File: config.mk
export PLATFORM = sky130hd
export DESIGN_NAME = bcd_count_ctrl
export DESIGN_NICKNAME = d
export VERILOG_FILES = /design/src/rtl/bcd_ctrl_pkg.sv /design/src/rtl/bcd_digit_cell.sv /design/src/rtl/bcd_count_ctrl.sv
export SDC_FILE = /design/constraint.sdc
export NUM_CORES = 1
export LEC_CHECK = 0
export ABC_AREA = 1
export BUFFER_PORTS_ARGS = -buffer_cell sky130_fd_sc_hd__buf_2
export CAP_MARGIN = 20
export CORE_MARGIN = 5
export CORE_UTILIZATION = 47
export CTS_BUF_LIST = sky130_fd_sc_hd__clkbuf_8
export DETAILED_ROUTE_END_ITERATION = 6
export GPL_TIMING_DRIVEN = 0
export PLACE_DENSITY = 0.72
export RECOVER_POWER = 50
export SLEW_MARGIN = 20
export SYNTH_ARGS = -nofsm -noshare
export SYNTH_HDL_FRONTEND = slang
export SYNTH_HIERARCHICAL = 1
export SYNTH_SLANG_ARGS = --single-unit
File: constraint.sdc
create_clock -name clk -period 2.25 [get_ports clk]
set_input_delay 0.3375 -clock clk [delete_from_list [all_inputs] [get_ports clk]]
set_output_delay 0.3375 -clock clk [all_outputs]
set_load 0.005 [all_outputs]
File: src/rtl/bcd_ctrl_pkg.sv
`default_nettype none
// ============================================================================
// Module      : bcd_ctrl_pkg
// Description : FSM state encoding, BCD digit limits and the prescaler width
//               helper for the BCD counter controller.
// Revision    : 1.0 - initial release
// ============================================================================
package bcd_ctrl_pkg;

    typedef enum logic [1:0] {
        ST_IDLE  = 2'd0,
        ST_RUN   = 2'd1,
        ST_PAUSE = 2'd2,
        ST_DONE  = 2'd3
    } state_t;

    localparam logic [3:0] BCD_MAX = 4'd9;
    localparam logic [3:0] BCD_MIN = 4'd0;

    // A prescale of 1 still needs a one-bit register that simply stays at 0.
    function automatic int pre_width(input int prescale);
        return (prescale > 1) ? $clog2(prescale) : 1;
    endfunction

endpackage
`default_nettype wire

File: src/rtl/bcd_digit_cell.sv
`default_nettype none
// ============================================================================
// Module      : bcd_digit_cell
// Description : One BCD digit with carry/borrow out. BCD_DOWN_EN adds the dn
//               input selecting decrement and an all-9s load on clr.
// Revision    : 1.0 - initial release
// ============================================================================
module bcd_digit_cell
    import bcd_ctrl_pkg::*;
(
    input  logic       clk,
    input  logic       rst,
    input  logic       clr,
    input  logic       cin,
`ifdef BCD_DOWN_EN
    input  logic       dn,
`endif
    output logic [3:0] q,
    output logic       cout
);

    logic [3:0] r_q;
    logic       w_dn;
    logic       w_at_end;

`ifdef BCD_DOWN_EN
    assign w_dn = dn;
`else
    assign w_dn = 1'b0;
`endif

    assign w_at_end = w_dn ? (r_q == BCD_MIN) : (r_q == BCD_MAX);
    assign cout     = cin && w_at_end;
    assign q        = r_q;

    always_ff @(posedge clk or posedge rst) begin
        if (rst) begin
            r_q <= BCD_MIN;
        end else if (clr) begin
            r_q <= w_dn ? BCD_MAX : BCD_MIN;
        end else if (cin) begin
            if (w_at_end) begin
                r_q <= w_dn ? BCD_MAX : BCD_MIN;
            end else begin
                r_q <= w_dn ? (r_q - 4'd1) : (r_q + 4'd1);
            end
        end
    end

endmodule
`default_nettype wire

File: src/rtl/bcd_count_ctrl.sv
`default_nettype none
// ============================================================================
// Module      : bcd_count_ctrl
// Description : Start/stop/clear sequencer for a DIGITS-long BCD counter with
//               prescaler and target compare. BCD_DOWN_EN adds up_dn.
// Revision    : 1.0 - initial release
// ============================================================================
module bcd_count_ctrl
    import bcd_ctrl_pkg::*;
#(
    parameter int DIGITS   = 4,
    parameter int PRESCALE = 50
) (
    input  logic                  clk,
    input  logic                  rst,
    input  logic                  start,
    input  logic                  stop,
    input  logic                  clear,
`ifdef BCD_DOWN_EN
    input  logic                  up_dn,
`endif
    input  logic [4*DIGITS-1:0]   target,
    output logic [4*DIGITS-1:0]   q,
    output logic                  tick,
    output logic                  wrap,
    output logic                  busy,
    output logic                  done
);

    localparam int           PW         = pre_width(PRESCALE);
    localparam logic [PW-1:0] C_PRE_LAST = PW'(PRESCALE - 1);

    state_t                r_state;
    logic [PW-1:0]         r_pre;
    logic                  r_tick;
    logic                  r_wrap;
    logic                  r_busy;
    logic                  r_done;

    logic [4*DIGITS-1:0]   w_q;
    logic [DIGITS:0]       w_carry;
    logic                  w_start_ok;
    logic                  w_clr;
    logic                  w_match;
    logic                  w_tick;
`ifdef BCD_DOWN_EN
    logic                  w_dn;

    // Clear always zeroes; a start load or a tick follows the direction input.
    assign w_dn = !clear && !up_dn;
`endif

    // stop outranks start, so a simultaneous start is dropped.
    assign w_start_ok = start && !stop && !clear;
    assign w_clr      = clear || (w_start_ok && (r_state == ST_IDLE || r_state == ST_DONE));
    assign w_match    = (w_q == target);
    assign w_tick     = (r_state == ST_RUN) && !clear && !stop && !w_match && (r_pre == C_PRE_LAST);
    assign w_carry[0] = w_tick;

    generate
        for (genvar i = 0; i < DIGITS; i++) begin : g_digit
            bcd_digit_cell u_cell (
                .clk  (clk),
                .rst  (rst),
                .clr  (w_clr),
                .cin  (w_carry[i]),
`ifdef BCD_DOWN_EN
                .dn   (w_dn),
`endif
                .q    (w_q[4*i +: 4]),
                .cout (w_carry[i+1])
            );
        end
    endgenerate

    always_ff @(posedge clk or posedge rst) begin
        if (rst) begin
            r_state <= ST_IDLE;
            r_pre   <= '0;
            r_tick  <= 1'b0;
            r_wrap  <= 1'b0;
            r_busy  <= 1'b0;
            r_done  <= 1'b0;
        end else begin
            r_tick <= w_tick;
            r_wrap <= w_carry[DIGITS];
            r_done <= 1'b0;
            if (clear) begin
                r_state <= ST_IDLE;
                r_pre   <= '0;
                r_busy  <= 1'b0;
            end else begin
                case (r_state)
                    ST_IDLE, ST_DONE: begin
                        if (w_start_ok) begin
                            r_state <= ST_RUN;
                            r_pre   <= '0;
                            r_busy  <= 1'b1;
                        end
                    end
                    ST_RUN: begin
                        if (stop) begin
                            r_state <= ST_PAUSE;
                        end else if (w_match) begin
                            r_state <= ST_DONE;
                            r_done  <= 1'b1;
                            r_busy  <= 1'b0;
                        end else if (r_pre == C_PRE_LAST) begin
                            r_pre <= '0;
                        end else begin
                            r_pre <= r_pre + PW'(1);
                        end
                    end
                    ST_PAUSE: begin
                        if (w_start_ok) begin
                            r_state <= ST_RUN;
                        end
                    end
                    default: begin
                        r_state <= ST_IDLE;
                    end
                endcase
            end
        end
    end

    assign q    = w_q;
    assign tick = r_tick;
    assign wrap = r_wrap;
    assign busy = r_busy;
    assign done = r_done;

endmodule
`default_nettype wire

**After elaboration in Yosys (flattened, before gate mapping)**

Cells that the tools add are included.

- Input bits: 21
- Register bits: 28
- Output and inout bits: 20

- Multiplexer cells: 32
- Reduce and logical (&&, ||, !) cells: 27
- Equality and inequality tests: 15
- $add $sub $neg: 5

Operators with widths:

| cell | number |
|---|---|
| two-way mux 4 bit | 12 |
| two-way mux 6 bit | 5 |
| adder 4 x 1 -> 4 bit, second input constant | 4 |
| == test 16 bit | 1 |
| == test 4 bit, second input constant | 4 |
| inequality test 3 bit, second input constant | 4 |
| case mux 6 bit (2 select lines) | 1 |
| logical AND 1 bit | 11 |
| two-way mux 1 bit | 8 |
| two-way mux 2 bit | 4 |
| AND reduction 4 bit | 2 |
| nonzero test 2 bit | 4 |
| adder 6 x 1 -> 6 bit, second input constant | 1 |
| == test 6 bit, second input constant | 1 |
| == test 2 bit, second input constant | 2 |
| inequality test 4 bit, second input constant | 1 |
| case mux 2 bit (2 select lines) | 1 |
| logical NOT 1 bit | 3 |
| inequality test 3 x 1 -> 1 bit, second input constant | 1 |
| nonzero test 3 bit | 1 |
| OR reduction 3 bit | 1 |
| == test 2 x 1 -> 1 bit, second input constant | 1 |
| logical NOT 2 bit | 1 |
| logical OR 1 bit | 2 |
| other kinds (3) | 3 |

**Longest topological paths before layout**

- Word-level depth: 10
- Gate-level depth with buffers: 21
- Mapped depth without buffers: 21

**Modules after synthesis**

The synthesis kept the hierarchy.

Modules (own cells, without submodules):

| module | cells each | instances | seq. area each (um^2) | area an instance (um^2) |
|---|---|---|---|---|
| bcd_digit_cell | 41 | 4 | 100.1 | 269.0 |
| bcd_count_ctrl | 181 | 1 | 300.3 | 1057.3 |

**Least setup slack after synthesis**

OpenSTA, ideal clock, no wires.

- Path type: register to register
- Start: register r_state[1]
- End: register g_digit[3].u_cell.r_q[2]
- Setup time: 0.119 ns
- Data required time: 2.131 ns
- Path slack: 0.135 ns
- Period minus slack after synthesis: 2.115 ns
- Stages on the path, launching flop included: 18
- Data arrival time: 1.995 ns
- Cells stage by stage: dfrtp_1 -> inv_1 -> ha_1 -> inv_1 -> nor3_1 -> nand2_2 -> nor2_1 -> inv_1 -> nor2_1 -> inv_1 -> nor2_1 -> inv_1 -> nor2_1 -> inv_1 -> nand2_1 -> nand3_1 -> nand2_1 -> nor2_1

- Cells in the longest elaborated chain, start to end: 9
- Elaborated cells on any way between the ends: 15

Ends and longest elaborated chain:

| item | line | RTL |
|---|---|---|
| start: declaration | bcd_count_ctrl.sv:33 | `state_t r_state;` |
| start signal: assignment | bcd_count_ctrl.sv:78 | `r_state <= ST_IDLE;` |
| start signal: assignment | bcd_count_ctrl.sv:89 | `r_state <= ST_IDLE;` |
| start signal: assignment | bcd_count_ctrl.sv:96 | `r_state <= ST_RUN;` |
| == test 2 x 1 -> 1 bit | bcd_count_ctrl.sv:57 | `assign w_tick = (r_state == ST_RUN) && !clear && !stop && !w_match && (r_pre == C_PRE_LAST);` |
| logical AND 1 bit (4 in series) | bcd_count_ctrl.sv:57 |  |
| net w_carry[0] | bcd_count_ctrl.sv:41 | `logic [DIGITS:0] w_carry;` |
| logical AND 1 bit | bcd_digit_cell.sv:33 | `assign cout = cin && w_at_end;` |
| net w_carry[1] | bcd_count_ctrl.sv:41 |  |
| logical AND 1 bit | bcd_digit_cell.sv:33 |  |
| net w_carry[2] | bcd_count_ctrl.sv:41 |  |
| logical AND 1 bit | bcd_digit_cell.sv:33 |  |
| net w_carry[3] | bcd_count_ctrl.sv:41 |  |
| nonzero test 2 bit (no line) | n/a |  |
| end signal: assignment | bcd_digit_cell.sv:40 | `r_q <= w_dn ? BCD_MAX : BCD_MIN;` |
| end signal: assignment | bcd_digit_cell.sv:43 | `r_q <= w_dn ? BCD_MAX : BCD_MIN;` |
| end signal: assignment | bcd_digit_cell.sv:45 | `r_q <= w_dn ? (r_q - 4'd1) : (r_q + 4'd1);` |
| end: declaration | bcd_digit_cell.sv:22 | `logic [3:0] r_q;` |

The timed path passes the listed nets, and every way through them passes these cells.
A chain may end at the register's enable or synchronous reset.

**Worst setup path in the final report**

- Start: register g_digit[0].u_cell.r_q[2]
- End: register g_digit[3].u_cell.r_q[2]

- Cells in the longest elaborated chain, start to end: 8
- Elaborated cells on any way between the ends: 9

Ends and longest elaborated chain:

| item | line | RTL |
|---|---|---|
| start: declaration | bcd_digit_cell.sv:22 |  |
| start signal: assignment | bcd_digit_cell.sv:40 |  |
| start signal: assignment | bcd_digit_cell.sv:43 |  |
| start signal: assignment | bcd_digit_cell.sv:45 |  |
| == test 16 bit | bcd_count_ctrl.sv:56 | `assign w_match = (w_q == target);` |
| logical NOT 1 bit | bcd_count_ctrl.sv:57 |  |
| logical AND 1 bit (2 in series) | bcd_count_ctrl.sv:57 |  |
| net w_carry[0] | bcd_count_ctrl.sv:41 |  |
| logical AND 1 bit | bcd_digit_cell.sv:33 |  |
| net w_carry[1] | bcd_count_ctrl.sv:41 |  |
| logical AND 1 bit | bcd_digit_cell.sv:33 |  |
| net w_carry[2] | bcd_count_ctrl.sv:41 |  |
| logical AND 1 bit | bcd_digit_cell.sv:33 |  |
| net w_carry[3] | bcd_count_ctrl.sv:41 |  |
| nonzero test 2 bit (no line) | n/a |  |

The timed path passes the listed nets, and every way through them passes these cells.

==> impl_metrics.tcl <==
set metrics [dict create \
    hpwl_microns 3260 \
    grt_pass1_wl_microns 7070 \
    synth_top_family_by_area "simple AND/OR/NAND/NOR gates" \
    area_growth_pct 22.6 \
    cp_max_fo 8 \
    drive_gt1_share_pct 21.9 \
    critical_path_depth 21 \
    synthTopCellsByArea "dfrtp_1, nand2_1, inv_1" \
    seqPwrFrac_pct 48.5 \
    skew_ns 0.00111 \
    portBuffers 40 \
    use_met1_pct 19.2 \
    synth_nets 377 \
    p_sw_w 0.000352 \
    setup_viol 0 \
    die_y_microns 77.4 \
    multi_input_comb_area_sq_um 1210 \
    vdd_ir_drop_max_v 0.000203 \
    place_area_sq_um 2400 \
    synth_compound_area_share_pct 2.11 \
    setup_ws_ns 0.158 \
    cts_made_buffers 3 \
    tightest_slew_ns 0.461 \
    p_leak_nw 1.52 \
    crit_required_ns 2.45 \
    firstDrtPassIters 5 \
    die_area_sq_um 5990 \
    antenna_cells 0 \
    p_sw_share_pct 31.1 \
    seqCellArea_sq_um 716 \
    synthMuxAreaShare_pct 0 \
    min_path_cells 2 \
    grt_antenna_before_repair 0 \
    wl_per_cell_microns 9.50 \
    pre_cts_slack_ns -0.150 \
    cpMostUsedCell "nand2_1" \
    synth_cells 345 \
    place_congestion 0.797 \
    syn-cell-area_sq_um 2130 \
    slew_headroom_pct 69.2 \
    status "completed" \
    path_class "reg -> reg" \
    cts-root-buf "clkbuf_8" \
    worstRegToRegCells 21 \
    h-tree-depth 1 \
    clk_pin_slew_ns 0.09 \
    worstPathCellList "inv_1, nand2_1, nand2_1, nor2_1, nand2_1, nor2_4, nand2_2, nand2_4, nor2_4, inv_1, nor2_2, inv_2, nor2_4, inv_2, nor2_4, inv_2, nand2_2, nand2_1, nand2_1, nand2_1, nor2_1" \
    synth_fa_ha_area_share_pct 6.45 \
    wl_microns 4320 \
    crit_family "simple AND/OR/NAND/NOR gates" \
    layout.cells.most_common "nand2_1" \
    arrival_ns 2.29 \
    drv_cap 0 \
    busiest_layer "met2" \
    layout_common_cells "nand2_1, inv_1, buf_2" \
    seq_area_frac_synth_pct 32.8 \
    power_w 0.00113 \
    grt_overflow 0 \
    final_area_sq_um 2620 \
    grtUsageMet3_pct 2.43 \
    start_kind "flip-flop" \
    cp-end-kind "flip-flop" \
    vias 2105 \
    setup_tns_ns 0 \
    clock_path_buffers 2 \
    crit_buf_inv 5 \
    yosysUniqueCellTypes 19 \
    cp_slowest_cell "dfrtp_1" \
    cts_tree "built" \
    critPathMaxStageDelay_ns 0.48 \
    finalCritPeriodShare_pct 93.0 \
    drc 0 \
    clkLatencyLatePin_ns 0.27 \
    rsz0062_at_grt "false" \
    fmax_ghz 0.478 \
    placed_cells 437 \
    yosys.area.top_type_share_pct 32.8 \
    vias_per_cell 4.64 \
    powerDensity_nw_per_um2 432 \
    syn_area_per_cell_sq_um 6.18 \
    grt_max_degree 16 \
    hold_viol 0 \
    start_util_pct 48.7 \
    yosysWarnings 6 \
    clockPowerShare_pct 27.5 \
    rows 24 \
    cts.sinks 28 \
    final_nets 435 \
    fin_crit_ns 2.09 \
    stdcell_count 454 \
    route.antenna.remaining_nets 0 \
    synth_top_area_cell "dfrtp_1" \
    core_sq_um 4380 \
    slew_violations 0 \
    io_pins 41 \
    pwr-share-comb_pct 24.0 \
    p_int_w 0.000779 \
    grtUsageMet2_pct 22.1 \
    chipWidth_microns 77.4 \
    grt_pass1_vias 1680 \
    drt_first_iter_violations 58 \
    grt_usage_pct 13.8 \
    min_path_type "in -> reg" \
    yosys_register_bits 28 \
    synth-simple-area-share_pct 44.7 \
    synth-xor-area-share_pct 1.23 \
    n_fill_cell 430 \
]
## timing repair
action / in CTS / in global routing
buffers inserted: 5 / 7
hold buffers: 1 / 0
gates resized for setup: 17 / 12
pin swaps: 0 / 3
hold endpoints to repair: 16 / 0
setup endpoints to repair: 4 / 8
## cell usage after synthesis
cell / count
nand2_1: 141
inv_1: 72
nor2_1: 40
dfrtp_1: 28
nand3_1: 23
ha_1: 11
nand4_1: 6
nor2_2: 4
o21bai_1: 4
nor2_4: 3
nand2_2: 2
nand2_4: 2
nor3_1: 2
xor2_1: 2
a21oi_1: 1
nand3_4: 1
o21ai_0: 1
o21ai_1: 1
xnor2_1: 1
## area by class of cell
class                           count  area share, %
Multi-Input combinational cell    245           46.4
Inverter                           72           10.3
Sequential cell                    28           27.4
Tap cell                           52           2.49
Clock buffer                        4           2.10
Timing Repair Buffer               53           11.3
## flip-flops by register name, summed over array words and instances (netlist names)
register          flops
wrap                  1
g_digit.u_cell/q     16
r_state               2
tick                  1
r_pre                 6
done                  1
busy                  1
## kinds of logic after synthesis
family	count (synthesis)
xor+xnor	3
fa+ha+maj	11
buf+inv	72
flops	28
simple gates	224
compound gates	7
## routing by layer
metal	vias to the layer above	wire [microns]
li1	1139	-
met1	926	2140
met2	36	1950
met3	4	192
met4	0	34
met5	-	0
## stage by stage
stage / hold WS (ns) / util, %
floorplan: 0.104 / -
global placement: 0.281 / 54.7
detailed placement: 0.285 / 54.7
CTS: 0.292 / 57.7
global route: 0.321 / 59.7
finish: 0.325 / 59.7
## power groups by stage
| stage | registers (W) | clock network, W | logic (W) |
|---|---|---|---|
| detailed placement | 0.000559 | 0 | 0.000256 |
| global route | 0.000553 | 0.000348 | 0.000306 |
| global placement | 0.000558 | 0 | 0.000252 |
| finish | 0.000549 | 0.000310 | 0.000272 |
| CTS | 0.000549 | 0.000327 | 0.000263 |
| floorplan | 0.000557 | 0 | 0.000186 |
## worst register-to-register path, cell delays in order (launching register included)
cell and delay (ns):
dfrtp_1 0.48, inv_1 0.08, nand2_1 0.05, nand2_1 0.05, nor2_1 0.04, nand2_1 0.11
nor2_4 0.06, nand2_2 0.08, nand2_4 0.07, nor2_4 0.10, inv_1 0.08, nor2_2 0.12
inv_2 0.07, nor2_4 0.09, inv_2 0.06, nor2_4 0.12, inv_2 0.06, nand2_2 0.08
nand2_1 0.05, nand2_1 0.05, nand2_1 0.04, nor2_1 0.09
## final timing paths
check / start / end / slack [ns]
max: g_digit[0].u_cell/q[2] / g_digit[3].u_cell/q[2] / 0.16
min: stop / done / 0.33
max reg2reg: g_digit[0].u_cell/q[2] / g_digit[3].u_cell/q[2] / 0.16
min reg2reg: busy / busy / 0.48
max in group asynchronous: rst / r_pre[2] / 1.22
min in group asynchronous: rst / g_digit[1].u_cell/q[1] / 0.58
Note: power is estimated with default switching activity, not from simulation.
